## src/rtl/hazard_ctrl_pkg.sv

```systemverilog
// Shared pipeline definitions: opcodes, hazard FSM encoding, operand-use helpers.
// Latency: n/a (constants and pure functions only).
// Backpressure: n/a.
package hazard_ctrl_pkg;

    localparam logic [5:0] OP_RTYPE  = 6'h00;
    localparam logic [5:0] OP_BEQ    = 6'h04;
    localparam logic [5:0] OP_BNE    = 6'h05;
    localparam logic [5:0] OP_SW     = 6'h2B;
    localparam logic [5:0] OP_BUBBLE = 6'b111111;

    typedef enum logic {
        ST_RUN  = 1'b0,
        ST_HOLD = 1'b1
    } hz_state_e;

    // Opcodes whose rt field is a source operand rather than a destination.
    function automatic logic op_uses_rt(input logic [5:0] op);
        return (op == OP_RTYPE) || (op == OP_BEQ) || (op == OP_BNE) || (op == OP_SW);
    endfunction

    function automatic logic op_is_branch(input logic [5:0] op);
        return (op == OP_BEQ) || (op == OP_BNE);
    endfunction

endpackage

```

## src/rtl/hazard_ctrl_sat_counter.sv

```systemverilog
// Saturating up-counter; sticks at all-ones instead of wrapping.
// Latency: count reflects inc one edge later; async reset clears immediately.
// Backpressure: none.
module sat_counter #(
    parameter int WIDTH = 16
) (
    input  logic             clk,
    input  logic             rst,
    input  logic             inc,
    output logic [WIDTH-1:0] count
);

    logic [WIDTH-1:0] count_q;
    logic [WIDTH-1:0] count_d;

    always_comb begin
        count_d = count_q;
        if (inc && (count_q != {WIDTH{1'b1}})) begin
            count_d = count_q + {{(WIDTH-1){1'b0}}, 1'b1};
        end
    end

    always_ff @(posedge clk or posedge rst) begin
        if (rst) begin
            count_q <= '0;
        end else begin
            count_q <= count_d;
        end
    end

    assign count = count_q;

endmodule

```

## src/rtl/hazard_ctrl.sv

```systemverilog
// Pipeline hazard unit: load-use / branch-operand stalls, IF flush on redirect, perf counters.
// Latency: zero-cycle combinational detection; branch-after-load holds a second stall cycle.
// Backpressure: stall deasserts PC/IFID write and bubbles ID/EX; stall overrides flush.
module hazard_ctrl
    import hazard_ctrl_pkg::*;
#(
    parameter int CNT_W = 16
) (
    input  logic             clk,
    input  logic             rst,
    input  logic [5:0]       id_op,
    input  logic [4:0]       id_rs,
    input  logic [4:0]       id_rt,
    input  logic             id_branch_taken,
    input  logic             id_jump,
    input  logic             ex_memread,
    input  logic             ex_regwrite,
    input  logic [4:0]       ex_wreg,
    output logic             c_PCWrite,
    output logic             c_IFIDWrite,
    output logic             c_if_flush,
    output logic             c_idex_bubble,
    output logic [CNT_W-1:0] stall_cnt,
    output logic [CNT_W-1:0] flush_cnt
);

    hz_state_e state_q;
    hz_state_e state_d;

    logic match;
    logic load_use;
    logic br_alu;
    logic br_load;
    logic stall;

    always_comb begin
        match = 1'b0;
        if ((id_op != OP_BUBBLE) && (ex_wreg != 5'd0)) begin
            match = (ex_wreg == id_rs) || (op_uses_rt(id_op) && (ex_wreg == id_rt));
        end
        load_use = ex_memread && match;
        br_alu   = op_is_branch(id_op) && ex_regwrite && !ex_memread && match;
        br_load  = op_is_branch(id_op) && ex_memread && match;
    end

    // HOLD ignores all inputs: it only provides the second cycle for a load feeding a branch.
    always_comb begin
        state_d = ST_RUN;
        stall   = 1'b0;
        case (state_q)
            ST_RUN: begin
                stall = load_use || br_alu || br_load;
                if (br_load) begin
                    state_d = ST_HOLD;
                end
            end
            ST_HOLD: begin
                stall   = 1'b1;
                state_d = ST_RUN;
            end
            default: begin
                stall   = 1'b0;
                state_d = ST_RUN;
            end
        endcase
    end

    always_comb begin
        c_PCWrite     = 1'b1;
        c_IFIDWrite   = 1'b1;
        c_idex_bubble = 1'b0;
        c_if_flush    = 1'b0;
        if (stall) begin
            c_PCWrite     = 1'b0;
            c_IFIDWrite   = 1'b0;
            c_idex_bubble = 1'b1;
        end else begin
            c_if_flush = id_branch_taken || id_jump;
        end
    end

    always_ff @(posedge clk or posedge rst) begin
        if (rst) begin
            state_q <= ST_RUN;
        end else begin
            state_q <= state_d;
        end
    end

    sat_counter #(.WIDTH(CNT_W)) u_stall_cnt (
        .clk   (clk),
        .rst   (rst),
        .inc   (stall),
        .count (stall_cnt)
    );

    sat_counter #(.WIDTH(CNT_W)) u_flush_cnt (
        .clk   (clk),
        .rst   (rst),
        .inc   (c_if_flush),
        .count (flush_cnt)
    );

endmodule
```

## config.mk

```make
export PLATFORM = sky130hd
export DESIGN_NAME = hazard_ctrl
export DESIGN_NICKNAME = d
export VERILOG_FILES = /design/src/rtl/hazard_ctrl_pkg.sv /design/src/rtl/hazard_ctrl_sat_counter.sv /design/src/rtl/hazard_ctrl.sv
export SDC_FILE = /design/constraint.sdc
export NUM_CORES = 1
export LEC_CHECK = 0
export BUFFER_PORTS_ARGS = -buffer_cell sky130_fd_sc_hd__buf_2
export CAP_MARGIN = 30
export CELL_PAD_IN_SITES_DETAIL_PLACEMENT = 1
export CELL_PAD_IN_SITES_GLOBAL_PLACEMENT = 1
export CORE_AREA = 2 2 98 53
export CTS_BUF_LIST = sky130_fd_sc_hd__clkbuf_8
export DETAILED_ROUTE_END_ITERATION = 6
export DIE_AREA = 0 0 100 55
export PLACE_DENSITY = 0.95
export SYNTH_ARGS = -nofsm -noshare
export SYNTH_HDL_FRONTEND = slang
export SYNTH_SLANG_ARGS = --single-unit
export TNS_END_PERCENT = 20
```

## constraint.sdc

```tcl
create_clock -name clk -period 2.9 [get_ports clk]
set_input_delay 0.29 -clock clk [delete_from_list [all_inputs] [get_ports clk]]
set_output_delay 0.29 -clock clk [all_outputs]
set_load 0.02 [all_outputs]
```

; ---- Yosys cells after proc, flatten, opt, wreduce, memory -nomap -nowiden
; Index checks and enable logic that the tools add are counted.
[classes]
n_addsub = 2
eq_ne = 8
n_mux = 7
bitwise = 1
reduce_logical = 21
[op_table]
columns = op, count
row1 = 16-bit by 1-bit adder with 16-bit output (second input constant), 2
row2 = 16-bit != test (second input constant), 2
row3 = 6-bit by 3-bit == test with 1-bit output (second input constant), 2
row4 = 5-bit == test, 2
row5 = 1-bit logical AND, 10
row6 = 1-bit logical OR, 8
row7 = 6-bit == test (second input constant), 1
row8 = 6-bit zero test, 1
row9 = 6-bit != test (second input constant), 1
row10 = 1-bit 2-to-1 mux, 5
row11 = 5-bit nonzero test, 1
row12 = 1-bit one-hot mux with 2 select lines, 2
row13 = 1-bit zero test, 1
row14 = 1-bit inverter, 1
[totals]
reg_bits = 33
output_inout_bits = 36

; ---- Logic depth before layout (Yosys ltp)
[logic_depth]
word_depth = 13
mapped_depth = 9
ltp_nobuf = 7

; ---- Modules after synthesis
; From an unflattened synthesis, not the netlist that was laid out.
[unflattened]
cells_unflattened = 177
hier_area_um2 = 1880.6
[by_module_without_submodules]
columns = mod, instances, cells_each, area_each_um2, seq_area_each_um2
row1 = sat_counter, 2, 71, 805.8, 400.4
row2 = hazard_ctrl, 1, 35, 269.0, 25.0

; ---- Worst setup path after synthesis
; Ideal clock, no wire load.
[synth_timing]
path_type = input to output
from = input ex_wreg[1]
to = output c_if_flush
arrival_time_ns = 1.988
t_required_ns = 2.610
setup_slack_ns = 0.622
cell_stages = 8
cell_sequence = or4_1 -> o22ai_1 -> o41a_1 -> o21a_1 -> buf_6 -> inv_2 -> buf_2 -> nor2_1
[synth_between]
elab_chain_len = 9
elab_cells_between_ends = 14
cone_classes = 2 x eq/ne / 3 x mux / 9 x reduce/logical
[synth_lines]
columns = item, line
row1 = start: declaration, hazard_ctrl.sv:18  ; input logic [4:0] ex_wreg,
row2 = 5-bit == test, hazard_ctrl.sv:39  ; match = (ex_wreg == id_rs) || (op_uses_rt(id_op) && (ex_wreg == id_rt));
row3 = 1-bit logical AND, hazard_ctrl.sv:39
row4 = 1-bit logical OR, hazard_ctrl.sv:39
row5 = 1-bit 2-to-1 mux (*), hazard_ctrl.sv:38  ; if ((id_op != OP_BUBBLE) && (ex_wreg != 5'd0)) begin
row6 = "1-bit logical AND, on equally long branches", "hazard_ctrl.sv:41, hazard_ctrl.sv:42"
row7 = 1-bit logical OR, hazard_ctrl.sv:52  ; stall = load_use || br_alu || br_load;
row8 = 1-bit logical OR (*), hazard_ctrl.sv:52
row9 = 1-bit one-hot mux with 2 select lines (*), hazard_ctrl.sv:50  ; case (state_q)
row10 = 1-bit 2-to-1 mux (*), hazard_ctrl.sv:73  ; if (stall) begin
row11 = end: declaration, hazard_ctrl.sv:21  ; output logic c_if_flush,
; Every way passes the cells marked *; elsewhere a longest branch is shown, timed or not.

; ---- Worst setup path after layout
; Ends and elaborated chain as after synthesis.

==> flow_summary.ini <==
[finish]
final.fill_count = 576
antennaDiodeCount = 0
final_layout_size_suffix_gt1_share_pct = 35.7
final_cell_mix = sky130_fd_sc_hd__buf_2, sky130_fd_sc_hd__dfrtp_1, sky130_fd_sc_hd__xor2_1
commonest_non_fill_non_tap_cell_in_the_layout = sky130_fd_sc_hd__buf_2
fin_nets = 280
layout_stage_area_growth_over_the_synthesis_result_pct = 24.5
finish.instance_area_um2 = 2340

[global_route]
grt_pass1_vias = 1701
globalRouteTotalUtil_pct = 20.7
first_pass_grt_wire_length_um = 8360
grt_antenna_before_repair = 0
globalRouteOverflowTotal = 0
grt_max_degree = 34

[worst_setup_path]
worstPathCellList = buf_2 > or4_1 > o22ai_1 > o41a_1 > o21a_1 > inv_2 > nor2_1 > buf_2
worstRegToRegCells = 7
timing.critical_path.slowest_cell_delay_ps = 510
timing.critical_path.buf_inv = 3
most_prevalent_standard_cell_on_the_critical_path = sky130_fd_sc_hd__buf_2
critical_path_peak_fanout = 17
cp.arrival_ps = 2040
worst_setup_path_start_kind = input pin
worstReg2RegEnd = u_flush_cnt.count[1]$_DFFE_PP0P_
critical_path_class = input pin to primary output
cp_data_required_time_ps = 2610
crit_path_end_kind = primary output
r2r_slack_ps = 670
critical_path.slowest_cell = sky130_fd_sc_hd__or4_1
crit-reg2reg-launch = u_flush_cnt.count[0]$_DFFE_PP0P_
worst_path_dominant_cell_family = simple AND/OR/NAND/NOR gates
critPathLaunch = ex_wreg[1]

[clock_network]
htree_num_levels = 2
ctsHoldBuffers = 0
cts.reportedPaths.clkPinSlew_ps = 70
clk_latency_ps = 290
cts_tree = done
root_buffer = sky130_fd_sc_hd__clkbuf_8
cts-buffers-inserted = 5
post_cts_buffers = 0
clock_sink_count = 33
clk_path_buf_depth = 2
cts-resized-gates = 0

[place]
dpl_worst_slack_ps = 331
detailed_place.area_um2 = 2260
io_buffers = 62
final_replace_weighted_congestion = 0.833
dp.final_hpwl_um = 3990

[detailed_routing]
dr_total_vias = 1587
finalWirelength_um = 5100
detail_route.wl_per_cell_um = 16.4
detail_route.vias_per_cell = 5.09
drt_first_pass_iters = 4
remaining_drc_errors = 0
number_of_nets_with_antenna_violations_after_routing = 0
detail_route.iter0.violations = 40

[logic_synthesis]
synth.cell_area_um2 = 1880
synthesis.nets = 213
ys_warn_count = 0
post_synth_num_cell_types = 37
synth-simple-area-share_pct = 28.5
ys_seq_elements = 33
synth_compound_gate_area_share_pct = 3.00
syn-instance-count = 184
synth-adder-area-share_pct = 1.33
syn-mean-instance-area_um2 = 10.2
yosys.area_share.xor_xnor_pct = 17.7
dominant_combinational_cell_family_by_area_after_synthesis = simple AND/OR/NAND/NOR gates
synthMuxAreaShare_pct = 2.40
synth-seq-area-share_pct = 44.0

[floorplanning]
die_height_um = 55
floorplan.initialDensity_pct = 40.1
coreArea_um2 = 4680
ioPinCount = 63
core.rowCount = 18
die_x_um = 100
floorplan.die_area_um2 = 5500

[job]
maxCapViolCount = 0

[sta]
grt_setup_unrepaired = no
achievable-frequency_mhz = 429
tightestPinTransition_ps = 431
slew_violations = 0
fin_tns_setup_ps = 0
final_hold_viol_count = 0
clock-skew-final_ps = 6.15
layout_worst_path_cycle_share_pct = 80.4
post_route_worst_setup_slack_ps = 568
final_period_minus_worst_setup_slack_ps = 2330
setup_viol = 0
hold_slack_ps = 84.4
timing.slew.headroom_pct = 71.3

[power]
leakage_nw = 1.08
cellPowerDensity_nw_per_um2 = 578
vdd_drop_max_uv = 519

[hold_path]
timing.hold.worst.class = input pin to asynchronous set/reset pin

[run_status]
status = completed
## tightest hold or removal path, delay by kind of cell
| kind | cells | cell delay, ps |
|---|---|---|
| buffers and inverters | 3 | 510 |
## state kept, by name (all words and copies together), names as in the netlist
signal	flops
state_q	1
u_flush_cnt.count	16
u_stall_cnt.count	16
## metal layers
metal | track usage, % | part of all wire [%]
met4 | 6.16 | 0.92
met5 | 0 | 0
met2 | 33.1 | 44
met3 | 5.40 | 4.6
met1 | 28.2 | 50
## layout make-up
type | instances | area [um2] | share of cell area [%]
sequential | 33 | 826 | 35.3
multi-input combinational | 141 | 1000 | 42.8
tap | 60 | 75.1 | 3.21
clock buffer | 5 | 68.8 | 2.94
inverter | 4 | 15.0 | 0.642
clock inverter | 3 | 13.8 | 0.589
timing repair buffer | 66 | 340 | 14.6
## cell families (layout without fill, tap and decap cells)
logic type               count (synthesis)  after routing
AO/OA/AOI/OAI                            8              8
XOR/XNOR                                37             37
adder cells (fa/ha/maj)                  2              2
buffers and inverters                   10             78
flip-flops                              33             33
multiplexers                             4              4
AND/OR/NAND/NOR                         90             90
## power by group
group	leakage (nW)	total, W	switching (W)	internal [W]
logic	0.632	0.000385	0.000231	0.000154
clock network	0.0491	0.000337	0.000174	0.000163
registers	0.401	0.000629	0.0000959	0.000533
## through the flow
stage                     cells  total power (W)  util [%]
after global routing        312          0.00145      49.9
after CTS                   312          0.00137      49.9
final                       312          0.00135      49.9
after floorplan             184         0.000873         -
after global placement      304          0.00101      48.2
after detailed placement    304          0.00103      48.2
## worst max path at each step
stage / to / slack, ps / depth (start not counted)
floorplan: c_if_flush / 620 / 8
global placement: u_stall_cnt.count[5]$_DFFE_PP0P_ / 440 / 8
detailed placement: u_stall_cnt.count[14]$_DFFE_PP0P_ / 330 / 8
CTS: c_if_flush / 580 / 8
global route: u_flush_cnt.count[1]$_DFFE_PP0P_ / 470 / 7
finish: c_if_flush / 570 / 8
## Yosys cell counts, drive strengths merged
cell | count | area share (%)
dfrtp | 33 | 44
xor2 | 23 | 11
nand2 | 16 | 3.2
xnor2 | 14 | 6.9
nor2 | 13 | 2.6
nand3 | 11 | 2.9
nand4 | 11 | 3.7
nor3 | 11 | 3.8
nor4 | 10 | 5.3
buf | 6 | 2.3
and3 | 4 | 1.3
inv | 4 | 0.80
mux2 | 4 | 2.4
nand2b | 4 | 1.3
a21oi | 2 | 0.53
a31oi | 2 | 0.67
ha | 2 | 1.3
nor4b | 2 | 0.93
or4 | 2 | 0.80
and4 | 1 | 0.47
nor2b | 1 | 0.33
nor3b | 1 | 0.40
o21a | 1 | 0.40
o22ai | 1 | 0.33
o2bb2ai | 1 | 0.47
o41a | 1 | 0.60
or2 | 1 | 0.33
or3 | 1 | 0.33
or4b | 1 | 0.73
Power figures use the tool's default switching activity.
